### src/rtl/alu_issue_unit.sv
// alu_issue_unit: decodes MIPS ALU instructions, drives an external ALU and
// returns a writeback record through a valid/ready handshake.
module alu_issue_unit (
  input  logic        clk,
  input  logic        rst_n,
  input  logic        in_valid,
  output logic        in_ready,
  input  logic [31:0] instr,
  input  logic [31:0] rs_val,
  input  logic [31:0] rt_val,
  output logic [31:0] alu_a,
  output logic [31:0] alu_b,
  output logic [3:0]  alu_c,
  input  logic [31:0] alu_r,
  output logic        out_valid,
  input  logic        out_ready,
  output logic [31:0] wb_data,
  output logic [4:0]  wb_addr,
  output logic        wb_en,
  output logic        ov_trap,
  output logic        illegal
);
  typedef enum logic [1:0] {IDLE, EXEC, DONE} state_t;
  state_t r_state, w_next;
  logic [31:0] r_a, r_b, r_data;
  logic [3:0]  r_c;
  logic [4:0]  r_addr;
  logic        r_ovchk, r_en, r_ov, r_ill;
  logic [31:0] w_a, w_b;
  logic [3:0]  w_c;
  logic [4:0]  w_addr;
  logic        w_legal, w_ovchk, w_same, w_ov;
  logic        w_unused;
  // the rs register number itself is never needed; its value arrives on rs_val
  assign w_unused = ^instr[25:21];
  always_comb begin
    w_legal = 1'b1;
    w_a     = rs_val;
    w_b     = rt_val;
    w_c     = 4'd0;
    w_addr  = instr[15:11];
    w_ovchk = 1'b0;
    if (instr[31:26] == 6'h00) begin
      case (instr[5:0])
        6'h20: w_ovchk = 1'b1;
        6'h21: w_c = 4'd1;
        6'h22: begin w_c = 4'd2; w_ovchk = 1'b1; end
        6'h23: w_c = 4'd3;
        6'h24: w_c = 4'd4;
        6'h25: w_c = 4'd5;
        6'h26: w_c = 4'd6;
        6'h27: w_c = 4'd7;
        6'h2A: w_c = 4'd8;
        6'h2B: w_c = 4'd9;
        6'h00: begin w_c = 4'd10; w_a = {27'b0, instr[10:6]}; end
        6'h02: begin w_c = 4'd11; w_a = {27'b0, instr[10:6]}; end
        6'h03: begin w_c = 4'd12; w_a = {27'b0, instr[10:6]}; end
        6'h04: begin w_c = 4'd10; w_a = {27'b0, rs_val[4:0]}; end
        6'h06: begin w_c = 4'd11; w_a = {27'b0, rs_val[4:0]}; end
        6'h07: begin w_c = 4'd12; w_a = {27'b0, rs_val[4:0]}; end
        default: w_legal = 1'b0;
      endcase
    end else begin
      w_addr = instr[20:16];
      w_b    = {{16{instr[15]}}, instr[15:0]};
      case (instr[31:26])
        6'h08: w_ovchk = 1'b1;
        6'h09: w_c = 4'd1;
        6'h0A: w_c = 4'd8;
        6'h0B: w_c = 4'd9;
        6'h0C: begin w_c = 4'd4; w_b = {16'b0, instr[15:0]}; end
        6'h0D: begin w_c = 4'd5; w_b = {16'b0, instr[15:0]}; end
        6'h0E: begin w_c = 4'd6; w_b = {16'b0, instr[15:0]}; end
        6'h0F: begin w_c = 4'd13; w_a = 32'd0; w_b = {16'b0, instr[15:0]}; end
        default: w_legal = 1'b0;
      endcase
    end
  end
  // signed overflow: operand signs that can overflow, and a result sign flip
  assign w_same = (r_c == 4'd2) ? (r_a[31] ^ r_b[31]) : ~(r_a[31] ^ r_b[31]);
  assign w_ov   = r_ovchk & w_same & (alu_r[31] ^ r_a[31]);
  always_comb begin
    w_next = (r_state == IDLE) ? (in_valid ? (w_legal ? EXEC : DONE) : IDLE) :
             (r_state == EXEC) ? DONE : (out_ready ? IDLE : DONE);
  end
  always_ff @(posedge clk or negedge rst_n)
    if (!rst_n) r_state <= IDLE;
    else r_state <= w_next;
  always_ff @(posedge clk or negedge rst_n) begin
    if (!rst_n) begin
      r_a     <= 32'd0;
      r_b     <= 32'd0;
      r_c     <= 4'd0;
      r_addr  <= 5'd0;
      r_ovchk <= 1'b0;
      r_data  <= 32'd0;
      r_en    <= 1'b0;
      r_ov    <= 1'b0;
      r_ill   <= 1'b0;
    end else begin
      if (r_state == IDLE && in_valid) begin
        if (w_legal) begin
          r_a     <= w_a;
          r_b     <= w_b;
          r_c     <= w_c;
          r_addr  <= w_addr;
          r_ovchk <= w_ovchk;
        end else begin
          r_addr <= 5'd0;
          r_data <= 32'd0;
          r_en   <= 1'b0;
          r_ov   <= 1'b0;
          r_ill  <= 1'b1;
        end
      end
      if (r_state == EXEC) begin
        r_data <= alu_r;
        r_ov   <= w_ov;
        r_en   <= (r_addr != 5'd0) & ~w_ov;
        r_ill  <= 1'b0;
      end
    end
  end
  assign in_ready  = (r_state == IDLE);
  assign out_valid = (r_state == DONE);
  assign alu_a     = r_a;
  assign alu_b     = r_b;
  assign alu_c     = r_c;
  assign wb_data   = r_data;
  assign wb_addr   = r_addr;
  assign wb_en     = r_en;
  assign ov_trap   = r_ov;
  assign illegal   = r_ill;
endmodule
### config.mk
export PLATFORM = sky130hd
export DESIGN_NAME = alu_issue_unit
export DESIGN_NICKNAME = d
export VERILOG_FILES = /design/src/rtl/alu_issue_unit.sv
export SDC_FILE = /design/constraint.sdc
export NUM_CORES = 1
export LEC_CHECK = 0
export ABC_CLOCK_PERIOD_IN_PS = 1840
export CAP_MARGIN = 30
export CORE_ASPECT_RATIO = 0.8
export CORE_MARGIN = 2
export CORE_UTILIZATION = 35
export CTS_CLUSTER_SIZE = 14
export DETAILED_ROUTE_END_ITERATION = 7
export GPL_ROUTABILITY_DRIVEN = 0
export HOLD_SLACK_MARGIN = 0.12
export PLACE_DENSITY = 0.79
export SYNTH_ARGS = -nofsm -noshare
export SYNTH_HDL_FRONTEND = slang
export SYNTH_SLANG_ARGS = --single-unit
export TNS_END_PERCENT = 20
### constraint.sdc
create_clock -name clk -period 1.84 [get_ports clk]
set_input_delay 0.46 -clock clk [delete_from_list [all_inputs] [get_ports clk]]
set_output_delay 0.46 -clock clk [all_outputs]
set_load 0.02 [all_outputs]
==> impl_metrics.prom <==
# TYPE chip_impl_metric gauge
chip_impl_info{name="timing.critical_path.to_type",value="flip-flop"} 1
chip_impl_info{name="timing.critical_path.from",value="instr[26]"} 1
chip_impl_info{name="crit-reg2reg-launch",value="r_state[0]$_DFF_PN0_"} 1
chip_impl_metric{name="layout-drive-gt1-share",unit="%"} 19.00
chip_impl_metric{name="syn-instance-count",unit=""} 461
chip_impl_info{name="path_type_of_the_worst_setup_path",value="input pin to flip-flop"} 1
chip_impl_metric{name="power.leakage",unit="nW"} 3.936
chip_impl_metric{name="pre_cts_slack",unit="ps"} -736.7
chip_impl_metric{name="synthDominantCellAreaShare",unit="%"} 57.13
chip_impl_metric{name="critical_path.max_fanout",unit=""} 7
chip_impl_metric{name="max-slew-margin-rel",unit="%"} 70.69
chip_impl_metric{name="final-hold-violation-count",unit=""} 0
chip_impl_metric{name="finalNetCount",unit=""} 864
chip_impl_info{name="synthTopCellsByArea",value="dfrtp_1, o21ai_0, a22o_1, mux2i_1, nand2_1"} 1
chip_impl_info{name="synth_top_family_by_area",value="compound AO/OA/AOI/OAI gates"} 1
chip_impl_metric{name="via_count",unit=""} 4864
chip_impl_metric{name="wire_per_inst",unit="um"} 18.82
chip_impl_metric{name="global_route_wire_length_before_repair",unit="um"} 25380
chip_impl_metric{name="vdd.ir_drop.worst",unit="mV"} 0.5342
chip_impl_metric{name="ffs_w_async_s_r_synth",unit="%"} 100.0
chip_impl_metric{name="synth_mux_area_share",unit="%"} 5.841
chip_impl_metric{name="postSynthRegisterBits",unit=""} 111
chip_impl_metric{name="clock_path_buffers",unit=""} 2
chip_impl_metric{name="clock_tree.htree_level_count",unit=""} 3
chip_impl_metric{name="hpwlAfterDp",unit="um"} 11730
chip_impl_metric{name="coreArea",unit="mm2"} 0.01355
chip_impl_metric{name="placement_rows",unit=""} 38
chip_impl_info{name="clock_tree_from_tritoncts",value="built"} 1
chip_impl_metric{name="avgViaCountPerCell",unit=""} 5.304
chip_impl_metric{name="setup_viol",unit=""} 0
chip_impl_metric{name="clkTransAtPathRegs",unit="ps"} 80
chip_impl_metric{name="synth_xor_area_share",unit="%"} 0.1801
chip_impl_metric{name="x_dimension_of_the_die",unit="um"} 135.8
chip_impl_metric{name="fp.dieH",unit="um"} 109.4
chip_impl_metric{name="cp.required",unit="ps"} 2080
chip_impl_metric{name="synth_edf_count",unit=""} 0
chip_impl_metric{name="grt.met1_usage",unit="%"} 26.81
chip_impl_metric{name="fin_tns_setup",unit="ps"} 0
chip_impl_metric{name="drc",unit=""} 0
chip_impl_info{name="cts-root-buf",value="clkbuf_16"} 1
chip_impl_metric{name="drt-pass1-iter-count",unit=""} 5
chip_impl_metric{name="postSynthNetCount",unit=""} 593
chip_impl_metric{name="min_delay_path_depth",unit=""} 3
chip_impl_metric{name="timing.hold.ws",unit="ps"} 451.0
chip_impl_info{name="crit-reg2reg-capture",value="alu_a[2]$_DFFE_PN0P_"} 1
chip_impl_metric{name="synth-simple-area-share",unit="%"} 7.231
chip_impl_info{name="final_cell_mix",value="clkdlybuf4s50_1, dfrtp_1, o21ai_0, o21ai_1, buf_4"} 1
chip_impl_metric{name="drt-total-wl",unit="um"} 17260
chip_impl_info{name="worst_setup_sp_type",value="input pin"} 1
chip_impl_info{name="global_route.peak_usage_layer",value="met2"} 1
chip_impl_metric{name="synth_area",unit="mm2"} 0.004862
chip_impl_metric{name="grt.met2_usage",unit="%"} 38.17
chip_impl_metric{name="synth-adder-area-share",unit="%"} 0
chip_impl_info{name="hold_path_startpoint",value="instr[26]"} 1
chip_impl_metric{name="die_ar",unit="mm2"} 0.01486
chip_impl_metric{name="maximum_number_of_pins_on_one_net_before_global_route_repair",unit=""} 59
chip_impl_metric{name="postSynthAreaPerCell",unit="um2"} 10.55
chip_impl_metric{name="grt_pass1_vias",unit=""} 5032
chip_impl_metric{name="cap_violations",unit=""} 0
chip_impl_metric{name="pwr_density_cell",unit="mW/mm2"} 968.0
chip_impl_metric{name="synth-seq-area-share",unit="%"} 57.13
chip_impl_metric{name="layout_stage_area_growth_over_the_synthesis_result",unit="%"} 75.04
chip_impl_metric{name="ioPinCount",unit=""} 242
chip_impl_metric{name="worstMarginPinSlew",unit="ps"} 439.7
chip_impl_metric{name="gr-usage-met3",unit="%"} 6.316
chip_impl_info{name="main_synth_ff_type",value="dfrtp_1"} 1
chip_impl_metric{name="grt.total_usage",unit="%"} 22.02
chip_impl_metric{name="global_route.overflow_total",unit=""} 0
chip_impl_info{name="most_common_cell_after_layout_fill_and_taps_aside",value="clkdlybuf4s50_1"} 1
chip_impl_metric{name="worstSkewPairLatency",unit="ps"} 350
chip_impl_info{name="holdCritPathClass",value="input pin to flip-flop"} 1
chip_impl_info{name="status",value="finished clean"} 1
chip_impl_metric{name="final_period_minus_worst_setup_slack",unit="ps"} 1812
chip_impl_info{name="netlist.top_cell.by_area",value="dfrtp_1"} 1
chip_impl_metric{name="rrSetupSlack",unit="ps"} 180
chip_impl_metric{name="buffer_ports.inserted",unit=""} 236
chip_impl_metric{name="tritoncts.num_buffers",unit=""} 9
chip_impl_metric{name="drt_iter0_drc",unit=""} 281
chip_impl_metric{name="post-place-cells",unit=""} 886
chip_impl_metric{name="cp_data_arrival_time",unit="ps"} 2050
chip_impl_metric{name="tritoncts_num_sinks",unit=""} 111
chip_impl_metric{name="ratio_of_final_minimum_period_to_clock_period",unit="%"} 98.50
chip_impl_metric{name="initial_utilization",unit="%"} 35.88
chip_impl_metric{name="slew_viol_final",unit=""} 0
chip_impl_metric{name="detail-route-antenna-nets",unit=""} 0
chip_impl_metric{name="yosys_warnings",unit=""} 0
chip_impl_info{name="setup_repair_after_global_routing_missed_its_margin",value="true"} 1
chip_impl_metric{name="layout.cells.non_filler",unit=""} 917
chip_impl_metric{name="setup_slack",unit="ps"} 27.53
chip_impl_metric{name="timing.fmax",unit="GHz"} 0.5517
chip_impl_metric{name="post_synthesis_compound_gate_area_fraction",unit="%"} 25.45
chip_impl_metric{name="antennaDiodeCount",unit=""} 0
chip_impl_metric{name="worst-r2r-cell-count",unit=""} 7
chip_impl_metric{name="finClkSkew",unit="ps"} 4.597
chip_impl_metric{name="post-route-util",unit="%"} 62.81
chip_impl_info{name="worst_hold_endpoint",value="r_ovchk$_DFFE_PN0P_"} 1
chip_impl_metric{name="post_synth_num_cell_types",unit=""} 45
chip_impl_metric{name="antenna_found_initial",unit=""} 0
## stage by stage
step	area, um2	total power [mW]
after floorplan	4950	4.478
after global placement	7757	6.133
after detailed placement	7757	6.219
after CTS	8220	8.212
after global routing	8511	8.644
final	8511	8.239
## registers in the layout, indices dropped and copies added, names as in the netlist
signal / flops
alu_a: 32
alu_b: 32
wb_data: 32
wb_addr: 5
alu_c: 4
r_state: 2
illegal: 1
ov_trap: 1
r_ovchk: 1
wb_en: 1
## final cells by class
class / count / area, um2
Clock buffer: 9 / 225.2
Clock inverter: 7 / 73.82
Fill cell: 1060 / 5040
Inverter: 5 / 21.27
Multi-Input combinational cell: 305 / 2085
Sequential cell: 111 / 2778
Tap cell: 180 / 225.2
Timing Repair Buffer: 300 / 3103
## power breakdown
part | total, mW | switching (mW) | internal [mW]
combinational | 3.03 | 1.54 | 1.49
sequential | 3.25 | 0.306 | 2.95
clock | 1.96 | 0.993 | 0.965
## worst max-delay path: stages
cell	delay, ps
buf_2	110
or4_4	560
nor3_4	200
buf_4	150
buf_6	90
a21oi_4	60
buf_12	140
clkbuf_16	160
nand2_2	70
o21ai_1	60
## cell families (layout without fill, tap and decap cells)
kind of cell,Yosys count,after routing
AO/OA/AOI/OAI,210,210
flip-flops,111,111
XOR/XNOR,1,1
multiplexers,28,28
AND/OR/NAND/NOR,66,66
buffers and inverters,45,321
## cells in the mapped netlist (2+ instances only)
| master | instances |
|---|---|
| dfrtp_1 | 111 |
| mux2_2 | 3 |
| buf_2 | 12 |
| nor2_1 | 5 |
| nand2_1 | 36 |
| nand3_1 | 2 |
| inv_1 | 4 |
| buf_6 | 2 |
| and3b_1 | 3 |
| mux2i_1 | 25 |
| o21ai_1 | 26 |
| o21ai_0 | 114 |
| a21oi_1 | 22 |
| clkbuf_1 | 25 |
| nor2b_1 | 2 |
| o31ai_1 | 6 |
| o21bai_1 | 2 |
| nor3_1 | 2 |
| a22o_1 | 33 |
## how the worst max path moves through the flow
stage                             to  cells after the start
2_1_floorplan  alu_b[10]$_DFFE_PN0P_                      6
3_3_place_gp   alu_b[28]$_DFFE_PN0P_                      7
3_5_place_dp   alu_b[30]$_DFFE_PN0P_                      7
4_1_cts          ov_trap$_DFFE_PN0P_                      8
5_1_grt                    out_valid                      3
6_report       alu_a[17]$_DFFE_PN0P_                     10
## per-layer routing
metal / vias up / share of wire (%)
met2: 246 / 49
met4: 0 / 2.1
li1: 2223 / -
met5: - / 0
met1: 2364 / 42
met3: 31 / 7.3
## repair_timing
action | CTS | global route
buffers inserted | 2 | 4
resized for setup | 62 | 79
hold buffers | 1 | 0
pin swaps | 12 | 5
hold endpoints to repair | 9 | 0
cloned | 2 | 6
setup endpoints to repair | 119 | 120
(Power assumes the default switching activity.)
